**config.mk**
```make
export PLATFORM = sky130hd
export DESIGN_NAME = x_top_uart_server
export DESIGN_NICKNAME = d
export VERILOG_FILES = /design/src/rtl/x_top_pkg.sv /design/src/rtl/x_top_uart.sv /design/src/rtl/x_top_uart_server.sv
export SDC_FILE = /design/constraint.sdc
export NUM_CORES = 1
export LEC_CHECK = 0
export ABC_AREA = 1
export ABC_CLOCK_PERIOD_IN_PS = 1850
export CAP_MARGIN = 10
export CORE_MARGIN = 8
export CORE_UTILIZATION = 50
export DETAILED_ROUTE_END_ITERATION = 6
export GPL_TIMING_DRIVEN = 0
export PLACE_DENSITY = 0.72
export REMOVE_ABC_BUFFERS = 1
export SLEW_MARGIN = 20
export SYNTH_ARGS = -nofsm -noshare
export SYNTH_HDL_FRONTEND = slang
export SYNTH_SLANG_ARGS = --single-unit
export TNS_END_PERCENT = 5
```
**constraint.sdc**
```tcl
create_clock -name i_clk -period 1.85 [get_ports i_clk]
set_input_delay 0.2775 -clock i_clk [delete_from_list [all_inputs] [get_ports i_clk]]
set_output_delay 0.2775 -clock i_clk [all_outputs]
set_load 0.01 [all_outputs]
```
**src/rtl/x_top_pkg.sv**
```systemverilog
// Shared definitions for the UART memory-link server: command bytes,
// frame FSM states and the byte-counter width.
package x_top_pkg;

    localparam logic [7:0] CMD_READ  = 8'h00;
    localparam logic [7:0] CMD_WRITE = 8'h01;
    localparam logic [7:0] ACK_WRITE = 8'hA5;

    localparam int unsigned BCNT_W = 2;

    typedef enum logic [2:0] {
        IDLE,
        ADDR,
        DATA,
        MEM,
        RESP
    } state_t;

endpackage

```
**src/rtl/x_top_uart.sv**
```systemverilog
// 8N1 serial byte receiver and transmitter, LSB first. The bit period is
// p_clk_hz/p_baud clocks; the receiver samples at mid-bit and rejects starts
// that are no longer low at half a bit.
module x_top_uart
    import x_top_pkg::*;
#(
    parameter int unsigned p_clk_hz = 12000000,
    parameter int unsigned p_baud   = 9600
) (
    input  logic       i_clk,
    input  logic       i_nrst,
    input  logic       i_rx,
    output logic [7:0] o_rx_byte,
    output logic       o_rx_valid,
    output logic       o_rx_ferr,
    input  logic [7:0] i_tx_byte,
    input  logic       i_tx_start,
    output logic       o_tx_busy,
    output logic       o_tx
);

    localparam int unsigned BIT_CLKS  = p_clk_hz / p_baud;
    localparam int unsigned HALF_CLKS = BIT_CLKS / 2;
    localparam int unsigned CW        = $clog2(BIT_CLKS + 1);
    localparam logic [CW-1:0] BIT_LAST  = CW'(BIT_CLKS - 1);
    localparam logic [CW-1:0] HALF_LAST = CW'(HALF_CLKS - 1);

    typedef enum logic [1:0] {
        RX_IDLE,
        RX_START,
        RX_DATA,
        RX_STOP
    } rx_state_t;

    logic [2:0]    r_rx_sync;
    logic          w_rx;
    logic          w_rx_fall;
    rx_state_t     r_rx_state;
    logic [CW-1:0] r_rx_cnt;
    logic [2:0]    r_rx_bits;
    logic [7:0]    r_rx_sh;
    logic [7:0]    r_rx_byte;
    logic          r_rx_valid;
    logic          r_rx_ferr;

    logic          r_tx_busy;
    logic          r_tx;
    logic [CW-1:0] r_tx_cnt;
    logic [3:0]    r_tx_bits;
    logic [8:0]    r_tx_sh;

    assign w_rx      = r_rx_sync[1];
    assign w_rx_fall = r_rx_sync[2] & ~r_rx_sync[1];

    assign o_rx_byte  = r_rx_byte;
    assign o_rx_valid = r_rx_valid;
    assign o_rx_ferr  = r_rx_ferr;
    assign o_tx_busy  = r_tx_busy;
    assign o_tx       = r_tx;

    // Two-flop synchroniser for the serial input plus one delayed copy for edge detection
    always_ff @(posedge i_clk or negedge i_nrst) begin
        if (!i_nrst) r_rx_sync <= '1;
        else         r_rx_sync <= {r_rx_sync[1:0], i_rx};
    end

    // Receive state machine: start qualification, mid-bit data sampling, stop check
    always_ff @(posedge i_clk or negedge i_nrst) begin
        if (!i_nrst) begin
            r_rx_state <= RX_IDLE;
            r_rx_cnt   <= '0;
            r_rx_bits  <= '0;
            r_rx_sh    <= '0;
            r_rx_byte  <= '0;
            r_rx_valid <= 1'b0;
            r_rx_ferr  <= 1'b0;
        end else begin
            r_rx_valid <= 1'b0;
            r_rx_ferr  <= 1'b0;
            case (r_rx_state)
                RX_IDLE: begin
                    if (w_rx_fall) begin
                        r_rx_state <= RX_START;
                        r_rx_cnt   <= '0;
                    end
                end
                RX_START: begin
                    if (r_rx_cnt == HALF_LAST) begin
                        r_rx_cnt   <= '0;
                        r_rx_bits  <= '0;
                        r_rx_state <= w_rx ? RX_IDLE : RX_DATA;
                    end else begin
                        r_rx_cnt <= r_rx_cnt + CW'(1);
                    end
                end
                RX_DATA: begin
                    if (r_rx_cnt == BIT_LAST) begin
                        r_rx_cnt  <= '0;
                        r_rx_sh   <= {w_rx, r_rx_sh[7:1]};
                        r_rx_bits <= r_rx_bits + 3'd1;
                        if (r_rx_bits == 3'd7) r_rx_state <= RX_STOP;
                    end else begin
                        r_rx_cnt <= r_rx_cnt + CW'(1);
                    end
                end
                RX_STOP: begin
                    if (r_rx_cnt == BIT_LAST) begin
                        r_rx_cnt   <= '0;
                        r_rx_state <= RX_IDLE;
                        if (w_rx) begin
                            r_rx_byte  <= r_rx_sh;
                            r_rx_valid <= 1'b1;
                        end else begin
                            r_rx_ferr <= 1'b1;
                        end
                    end else begin
                        r_rx_cnt <= r_rx_cnt + CW'(1);
                    end
                end
                default: r_rx_state <= RX_IDLE;
            endcase
        end
    end

    // Transmit shifter: start bit driven on accept, then 8 data bits and the stop bit
    always_ff @(posedge i_clk or negedge i_nrst) begin
        if (!i_nrst) begin
            r_tx_busy <= 1'b0;
            r_tx      <= 1'b1;
            r_tx_cnt  <= '0;
            r_tx_bits <= '0;
            r_tx_sh   <= '1;
        end else if (!r_tx_busy) begin
            if (i_tx_start) begin
                r_tx_busy <= 1'b1;
                r_tx      <= 1'b0;
                r_tx_sh   <= {1'b1, i_tx_byte};
                r_tx_cnt  <= '0;
                r_tx_bits <= '0;
            end
        end else if (r_tx_cnt == BIT_LAST) begin
            r_tx_cnt <= '0;
            if (r_tx_bits == 4'd9) begin
                r_tx_busy <= 1'b0;
                r_tx      <= 1'b1;
            end else begin
                r_tx      <= r_tx_sh[0];
                r_tx_sh   <= {1'b1, r_tx_sh[8:1]};
                r_tx_bits <= r_tx_bits + 4'd1;
            end
        end else begin
            r_tx_cnt <= r_tx_cnt + CW'(1);
        end
    end

endmodule

```
**src/rtl/x_top_uart_server.sv**
```systemverilog
// Far-end responder of the UART memory link: decodes request frames,
// performs one access on the word-memory bus and returns the response frame.
module x_top_uart_server
    import x_top_pkg::*;
#(
    parameter int unsigned p_clk_hz  = 12000000,
    parameter int unsigned p_baud    = 9600,
    parameter int unsigned p_timeout = 100000
) (
    input  logic        i_clk,
    input  logic        i_nrst,
    input  logic        i_rx,
    output logic        o_tx,
    output logic        o_valid,
    output logic        o_rnw,
    output logic [31:0] o_addr,
    output logic [31:0] o_data,
    input  logic [31:0] i_data,
    input  logic        i_accept
);

    localparam logic [31:0] TMO_LAST = 32'(p_timeout - 1);

    logic [7:0]        w_rx_byte;
    logic              w_rx_valid;
    logic              w_rx_ferr;
    logic              w_tx_busy;
    logic [31:0]       w_rd_shift;

    state_t            r_state;
    logic [BCNT_W-1:0] r_cnt;
    logic              r_done;
    logic              r_rnw;
    logic [31:0]       r_addr;
    logic [31:0]       r_data;
    logic              r_valid;
    logic [31:0]       r_rdata;
    logic [31:0]       r_tmo;
    logic [7:0]        r_tx_byte;
    logic              r_tx_start;

    x_top_uart #(
        .p_clk_hz (p_clk_hz),
        .p_baud   (p_baud)
    ) u_uart (
        .i_clk      (i_clk),
        .i_nrst     (i_nrst),
        .i_rx       (i_rx),
        .o_rx_byte  (w_rx_byte),
        .o_rx_valid (w_rx_valid),
        .o_rx_ferr  (w_rx_ferr),
        .i_tx_byte  (r_tx_byte),
        .i_tx_start (r_tx_start),
        .o_tx_busy  (w_tx_busy),
        .o_tx       (o_tx)
    );

    assign w_rd_shift = r_rdata >> {r_cnt, 3'b000};

    assign o_valid = r_valid;
    assign o_rnw   = r_rnw;
    assign o_addr  = r_addr;
    assign o_data  = r_data;

    // Frame FSM: command/address/data collection with inter-byte timeout,
    // memory handshake, then back-to-back response bytes
    always_ff @(posedge i_clk or negedge i_nrst) begin
        if (!i_nrst) begin
            r_state    <= IDLE;
            r_cnt      <= '0;
            r_done     <= 1'b0;
            r_rnw      <= 1'b1;
            r_addr     <= '0;
            r_data     <= '0;
            r_valid    <= 1'b0;
            r_rdata    <= '0;
            r_tmo      <= '0;
            r_tx_byte  <= '0;
            r_tx_start <= 1'b0;
        end else begin
            r_tx_start <= 1'b0;
            case (r_state)
                IDLE: begin
                    r_tmo <= '0;
                    if (w_rx_valid && (w_rx_byte == CMD_READ || w_rx_byte == CMD_WRITE)) begin
                        r_rnw   <= (w_rx_byte == CMD_READ);
                        r_cnt   <= '0;
                        r_state <= ADDR;
                    end
                end
                ADDR: begin
                    if (w_rx_valid) begin
                        r_addr <= {w_rx_byte, r_addr[31:8]};
                        r_tmo  <= '0;
                        r_cnt  <= r_cnt + BCNT_W'(1);
                        if (r_cnt == '1) begin
                            if (r_rnw) begin
                                r_valid <= 1'b1;
                                r_state <= MEM;
                            end else begin
                                r_state <= DATA;
                            end
                        end
                    end else if (w_rx_ferr || r_tmo == TMO_LAST) begin
                        r_tmo   <= '0;
                        r_state <= IDLE;
                    end else begin
                        r_tmo <= r_tmo + 32'd1;
                    end
                end
                DATA: begin
                    if (w_rx_valid) begin
                        r_data <= {w_rx_byte, r_data[31:8]};
                        r_tmo  <= '0;
                        r_cnt  <= r_cnt + BCNT_W'(1);
                        if (r_cnt == '1) begin
                            r_valid <= 1'b1;
                            r_state <= MEM;
                        end
                    end else if (w_rx_ferr || r_tmo == TMO_LAST) begin
                        r_tmo   <= '0;
                        r_state <= IDLE;
                    end else begin
                        r_tmo <= r_tmo + 32'd1;
                    end
                end
                MEM: begin
                    if (r_valid && i_accept) begin
                        if (r_rnw) r_rdata <= i_data;
                        r_valid <= 1'b0;
                        r_cnt   <= '0;
                        r_done  <= 1'b0;
                        r_state <= RESP;
                    end
                end
                RESP: begin
                    // A start strobe in flight has not yet raised busy, so wait it out
                    if (!r_tx_start && !w_tx_busy) begin
                        if (r_done) begin
                            r_state <= IDLE;
                        end else begin
                            r_tx_start <= 1'b1;
                            r_tx_byte  <= r_rnw ? w_rd_shift[7:0] : ACK_WRITE;
                            r_cnt      <= r_cnt + BCNT_W'(1);
                            r_done     <= !r_rnw || (r_cnt == '1);
                        end
                    end
                end
                default: r_state <= IDLE;
            endcase
        end
    end

endmodule

```
==> results.yml, run 1 <==
synthesis:
  ys.flop_type: "dfrtp_1"
  synth.distinct_cells: 43
  ys_ff_latch: 207
  syn_area_um2: 9727
  synth_area_leaders: "dfrtp_1, nand2_1, o21ai_0"
  synth_edf_count: 0
  avgSynthCellArea_um2: 9.335
  synthArstFlopShare: 1.000
  syn_inst: 1042
  yosysWarnings: 0
  synth.top_cell.area_share: 0.4991
  post-synth-top-area-cell: "dfrtp_1"
  ys_seq_area_frac: 0.5342
clocking:
  cts_buffers: 23
  clock_path_buffers: 3
  cts_tree: "done"
  cts_sinks: 207
  h-tree-depth: 1
  path_clk_slew_ns: 0.06
  clockRootBuffer: "clkbuf_16"
  clock_latency_ns: 0.52
finish:
  finalNetCount: 1209
  layout_commonest_cell: "nand2_1"
  drive_gt1_frac: 0.1566
  final_util: 0.6262
  layout_common_cells: "nand2_1, dfrtp_1, inv_1"
  antenna_cells: 0
  area_delta_synth_final_pct: 24.07
global_routing:
  grt_pass1_wl_um: 34890
  grt_overflow_total: 0
  antenna_found_initial: 0
  grt_start_max_net_pins: 99
  grt_usage: 0.1730
  grt_pass1_vias: 7129
setup_path:
  critPathKind: "reg -> out"
  start_kind: "register"
  cpLargestDelayFamily: "buffers and inverters"
  path_depth: 1
  critPathMaxFanout: 3
  cp_slowest_cell: "clkdlybuf4s50_1"
  slowest_delay_ns: 0.60
  critPathCaptureType: "primary output"
  crit_chain: "clkdlybuf4s50_1"
  cp_data_arrival_time_ns: 1.52
  path_buf_inv: 1
  worst-endpoint-required_ns: 1.57
  reg2regPathDepth: 10
run:
  cap_violations: 0
sta:
  min_period_ns: 1.800
  fin_crit_sh: 0.9730
  setup_violations: 0
  worstMarginPinSlew_ns: 0.4833
  finalHoldViolations: 0
  rsz0062_at_grt: "true"
  max_slew_margin: 0.6748
  fin_skew_ns: 0.01491
  max_freq_ghz: 0.5556
  drv_slew: 0
detailed_routing:
  vias: 7278
  vias_per_cell: 5.054
  totalWireLength_um: 21050
  drc_errors: 0
  drtIter0Drc: 373
  wl_per_cell_um: 14.62
  drt-pass1-iter-count: 5
  ant_nets: 0
floorplan:
  start_util: 0.5047
  die_w_um: 155.5
  die_h_um: 155.5
  pin_count: 103
  core_um2: 19270
  rows: 51
  dieArea_um2: 24170
power_and_ir_drop:
  power_mw: 10.01
  p_leak_nw: 5.557
  p_per_area_nw_per_um2: 829.3
  vdd_drop_max_mv: 0.6596
placed_design:
  dp_hpwl_um: 14290
  io_buffers: 102
  place_congestion: 0.8395
worst_hold_path:
  hold_path.class: "in -> reg"
  hold_depth: 1
run_status:
  status: "finished clean"
-- power breakdown --
part           switching [mW]  internal [mW]
Sequential             0.0678           4.59
Clock                    1.83           2.79
Combinational           0.485          0.246
Total                    2.38           7.63
-- area by class of cell --
type | count | area (um^2)
Fill cell | 1589 | 7203
Sequential cell | 207 | 5202
Multi-Input combinational cell | 681 | 4040
Timing Repair Buffer | 117 | 1219
Clock buffer | 33 | 663.1
Inverter | 128 | 496.7
Tap cell | 265 | 331.6
Clock inverter | 9 | 115.1
-- per-layer routing --
layer	track usage	share of wire	wire length (um)
met1	0.2335	0.45	9522
met2	0.2894	0.49	10330
met3	0.02829	0.040	848
met4	0.03604	0.017	352
met5	0	0	0
-- kinds of logic (layout without fill, tap and decap cells) --
group	count (synthesis)	after routing	synth area share
adder cells (fa/ha/maj)	15	15	0.01930
AND/OR/NAND/NOR	420	421	0.1921
multiplexers	56	56	0.07615
XOR/XNOR	23	23	0.02071
buffers and inverters	155	287	0.06586
AO/OA/AOI/OAI	166	166	0.09172
flip-flops	207	207	0.5342
-- synth_stat cells, types with 3 or more instances --
master	number
nand2_1	211
dfrtp_1	194
inv_1	118
nor2_1	101
o21ai_0	94
nand3_1	42
a21oi_1	40
mux2_4	30
mux2_2	24
xor2_1	20
nand4_1	16
nor3_1	16
ha_1	15
o22ai_1	14
dfstp_2	13
clkbuf_1	11
buf_2	8
inv_2	8
nor2_2	8
nand2_2	7
buf_6	5
a31oi_1	4
a32o_1	4
nor4_1	4
o21ai_1	4
buf_4	3
nor2_4	3
xnor2_1	3
-- final timing paths --
| check | startpoint | endpoint | slack (ns) |
|---|---|---|---|
| min in group asynchronous | i_nrst | o_data[5] | 0.26 |
| hold reg to reg | u_uart.r_rx_sync[0] | u_uart.r_rx_sync[1] | 0.36 |
| max in group asynchronous | i_nrst | u_uart.r_rx_sync[1] | 0.78 |
| setup reg to reg | r_tmo[0] | r_tmo[13] | 0.07 |
| setup / recovery | o_data[14] | o_data[14] | 0.05 |
| hold / removal | i_rx | u_uart.r_rx_sync[0] | 0.16 |
-- flip-flops by register name, summed over array words and instances, names as in the netlist, 2 cells and up, named ones only --
| register | cells |
|---|---|
| u_uart.r_rx_sh | 8 |
| u_uart.r_rx_bits | 3 |
| r_tmo | 32 |
| o_data | 32 |
| r_state | 3 |
| u_uart.r_tx_cnt | 11 |
| u_uart.o_rx_byte | 8 |
| u_uart.r_tx_bits | 4 |
| u_uart.r_rx_cnt | 11 |
| r_rdata | 32 |
| r_cnt | 2 |
| u_uart.r_tx_sh | 8 |
| r_tx_byte | 8 |
| u_uart.r_rx_sync | 3 |
| o_addr | 32 |
-- metrics by stage --
stage	std cells	worst slack (ns)	setup TNS, ns	cell area [um^2]	hold WS, ns
3_5_place_dp	1386	-0.3428	-17.33	11030	0.2103
5_1_grt	1440	-0.06454	-0.9337	12070	0.1637
3_3_place_gp	1382	-8.192	-1721.49	10920	0.3516
6_report	1440	0.05003	0	12070	0.1645
2_1_floorplan	1015	-0.3535	-8.599	9567	-0.01809
4_1_cts	1430	-0.06593	-0.1254	11870	0.1421
-- what timing repair did --
action | CTS | global route
hold buffers | 1 | 0
resized for setup | 16 | 29
hold endpoints to repair | 47 | 0
endpoints found under the setup margin | 82 | 89
pin swaps | 0 | 5
gates cloned | 1 | 0
buffers inserted | 0 | 10
No activity file was read; power rests on OpenSTA's default activity.
==> run 2: changes to the inputs <==
- CORE_MARGIN: 8 -> not set
- PLACE_DENSITY: 0.72 -> 0.81
==> results.yml, run 2 (synthesized netlist as in run 1, its figures left out) <==
run_status:
  status: "finished clean"
sta:
  tns_ns: 0
  max_slew_margin: 0.6273
  finalHoldViolations: 0
  min_period_ns: 1.834
  drv_slew: 0
  hold-worst-slack_ns: 0.1963
  fin_crit_sh: 0.9916
  fin_skew_ns: 0.01761
  rsz0062_at_grt: "true"
  setup_violations: 0
  max_freq_ghz: 0.5451
  worstMarginPinSlew_ns: 0.5540
floorplan:
  die_w_um: 141.5
  rows: 50
  pin_count: 103
  core_um2: 18890
  dieArea_um2: 20020
  start_util: 0.5148
  die_h_um: 141.5
clocking:
  cts_buffers: 23
  clock_latency_ns: 0.50
  h-tree-depth: 1
  cts_sinks: 207
  clock_path_buffers: 3
  clockRootBuffer: "clkbuf_16"
  cts_tree: "done"
  path_clk_slew_ns: 0.06
finish:
  antenna_cells: 0
  layout_commonest_cell: "nand2_1"
  stdcell_area_um2: 12050
  area_delta_synth_final_pct: 23.85
  finalNetCount: 1207
  layout_common_cells: "nand2_1, dfrtp_1, inv_1"
  drive_gt1_frac: 0.1519
detailed_routing:
  ant_nets: 0
  drtIter0Drc: 527
  vias: 7521
  vias_per_cell: 5.252
  totalWireLength_um: 20950
  drc_errors: 0
  drt-pass1-iter-count: 5
  wl_per_cell_um: 14.63
setup_path:
  reg2regPathDepth: 10
  reg2reg_to: "r_tmo[30]"
  r2r_start: "r_tmo[0]"
  worst-endpoint-required_ns: 2.24
  critPathMaxFanout: 5
  start_kind: "register"
  critPathCaptureType: "register"
  critPathKind: "reg -> reg"
  r2r_slack_ns: 0.02
  cp_data_arrival_time_ns: 2.22
global_routing:
  grt_start_max_net_pins: 91
  grt_pass1_vias: 7396
  grt_overflow_total: 0
  grt_pass1_wl_um: 35270
  antenna_found_initial: 0
  grt_usage: 0.2152
power_and_ir_drop:
  p_per_area_nw_per_um2: 846.7
  vdd_drop_max_mv: 0.6246
  power_mw: 10.20
  p_leak_nw: 5.526
placed_design:
  dp_hpwl_um: 13890
  io_buffers: 102
  dpl-instance-area_um2: 11020
  place_congestion: 0.8653
worst_hold_path:
  worstHoldStart: "i_rx"
  whs_endpoint: "u_uart.r_rx_sync[0]"
  hold_depth: 1
  hold_path.class: "in -> reg"
run:
  cap_violations: 0
-- run 2: final cells by class --
| cell class | count | area [um^2] |
|---|---|---|
| multi-input cells | 681 | 4024 |
| clock buffers | 32 | 629.4 |
| inverters | 128 | 500.5 |
| well taps | 260 | 325.3 |
| clock inverters | 9 | 172.7 |
| fillers | 1484 | 6847 |
| flip-flops and latches | 207 | 5204 |
| repair buffers | 115 | 1191 |
-- run 2: through the flow --
| stage | cells | utilization | setup slack (ns) |
|---|---|---|---|
| floorplan | 1015 | - | -0.3535 |
| global placement | 1377 | 0.5776 | -8.042 |
| detailed placement | 1381 | 0.5833 | -0.3520 |
| CTS | 1424 | 0.6303 | -0.03102 |
| global route | 1432 | 0.6376 | -0.06877 |
| finish | 1432 | 0.6376 | 0.01562 |
-- run 2: metal layers --
layer | vias to the layer above | track usage | part of all wire
li1 | 3637 | - | -
met1 | 3682 | 0.2869 | 0.44
met2 | 173 | 0.3770 | 0.51
met3 | 29 | 0.02869 | 0.041
met4 | 0 | 0.04414 | 0.012
met5 | - | 0 | 0
-- run 2: timing repair --
item,in CTS,in global routing
buffers inserted,0,8
gates resized for setup,20,25
cloned,1,0
endpoints found under the setup margin,78,88
pin swaps,1,7
hold endpoints to repair,51,0
hold buffers,1,0
-- run 2: report_power, final --
part	internal, mW	switching, mW
Sequential	4.59	0.0662
Combinational	0.242	0.472
Clock	3.07	1.76
Total	7.90	2.30
-- run 2: worst max-delay path by stage --
stage | end | start
2_1_floorplan | o_data[0] | r_state[2]
3_3_place_gp | r_rdata[19] | i_nrst
3_5_place_dp | r_rdata[28] | i_accept
4_1_cts | r_tmo[30] | r_state[1]
5_1_grt | r_tmo[30] | r_tmo[0]
6_report | r_tmo[30] | r_tmo[0]
-- run 2: critical path: stages, from the launching register on --
cell     delay [ns]
dfrtp_1        0.42
ha_4           0.17
nand3_1        0.12
nor2_2         0.17
nand2_2        0.07
nor2_4         0.17
inv_2          0.07
nor2_4         0.19
nand3_2        0.12
o21ai_1        0.17
nor2_1         0.05
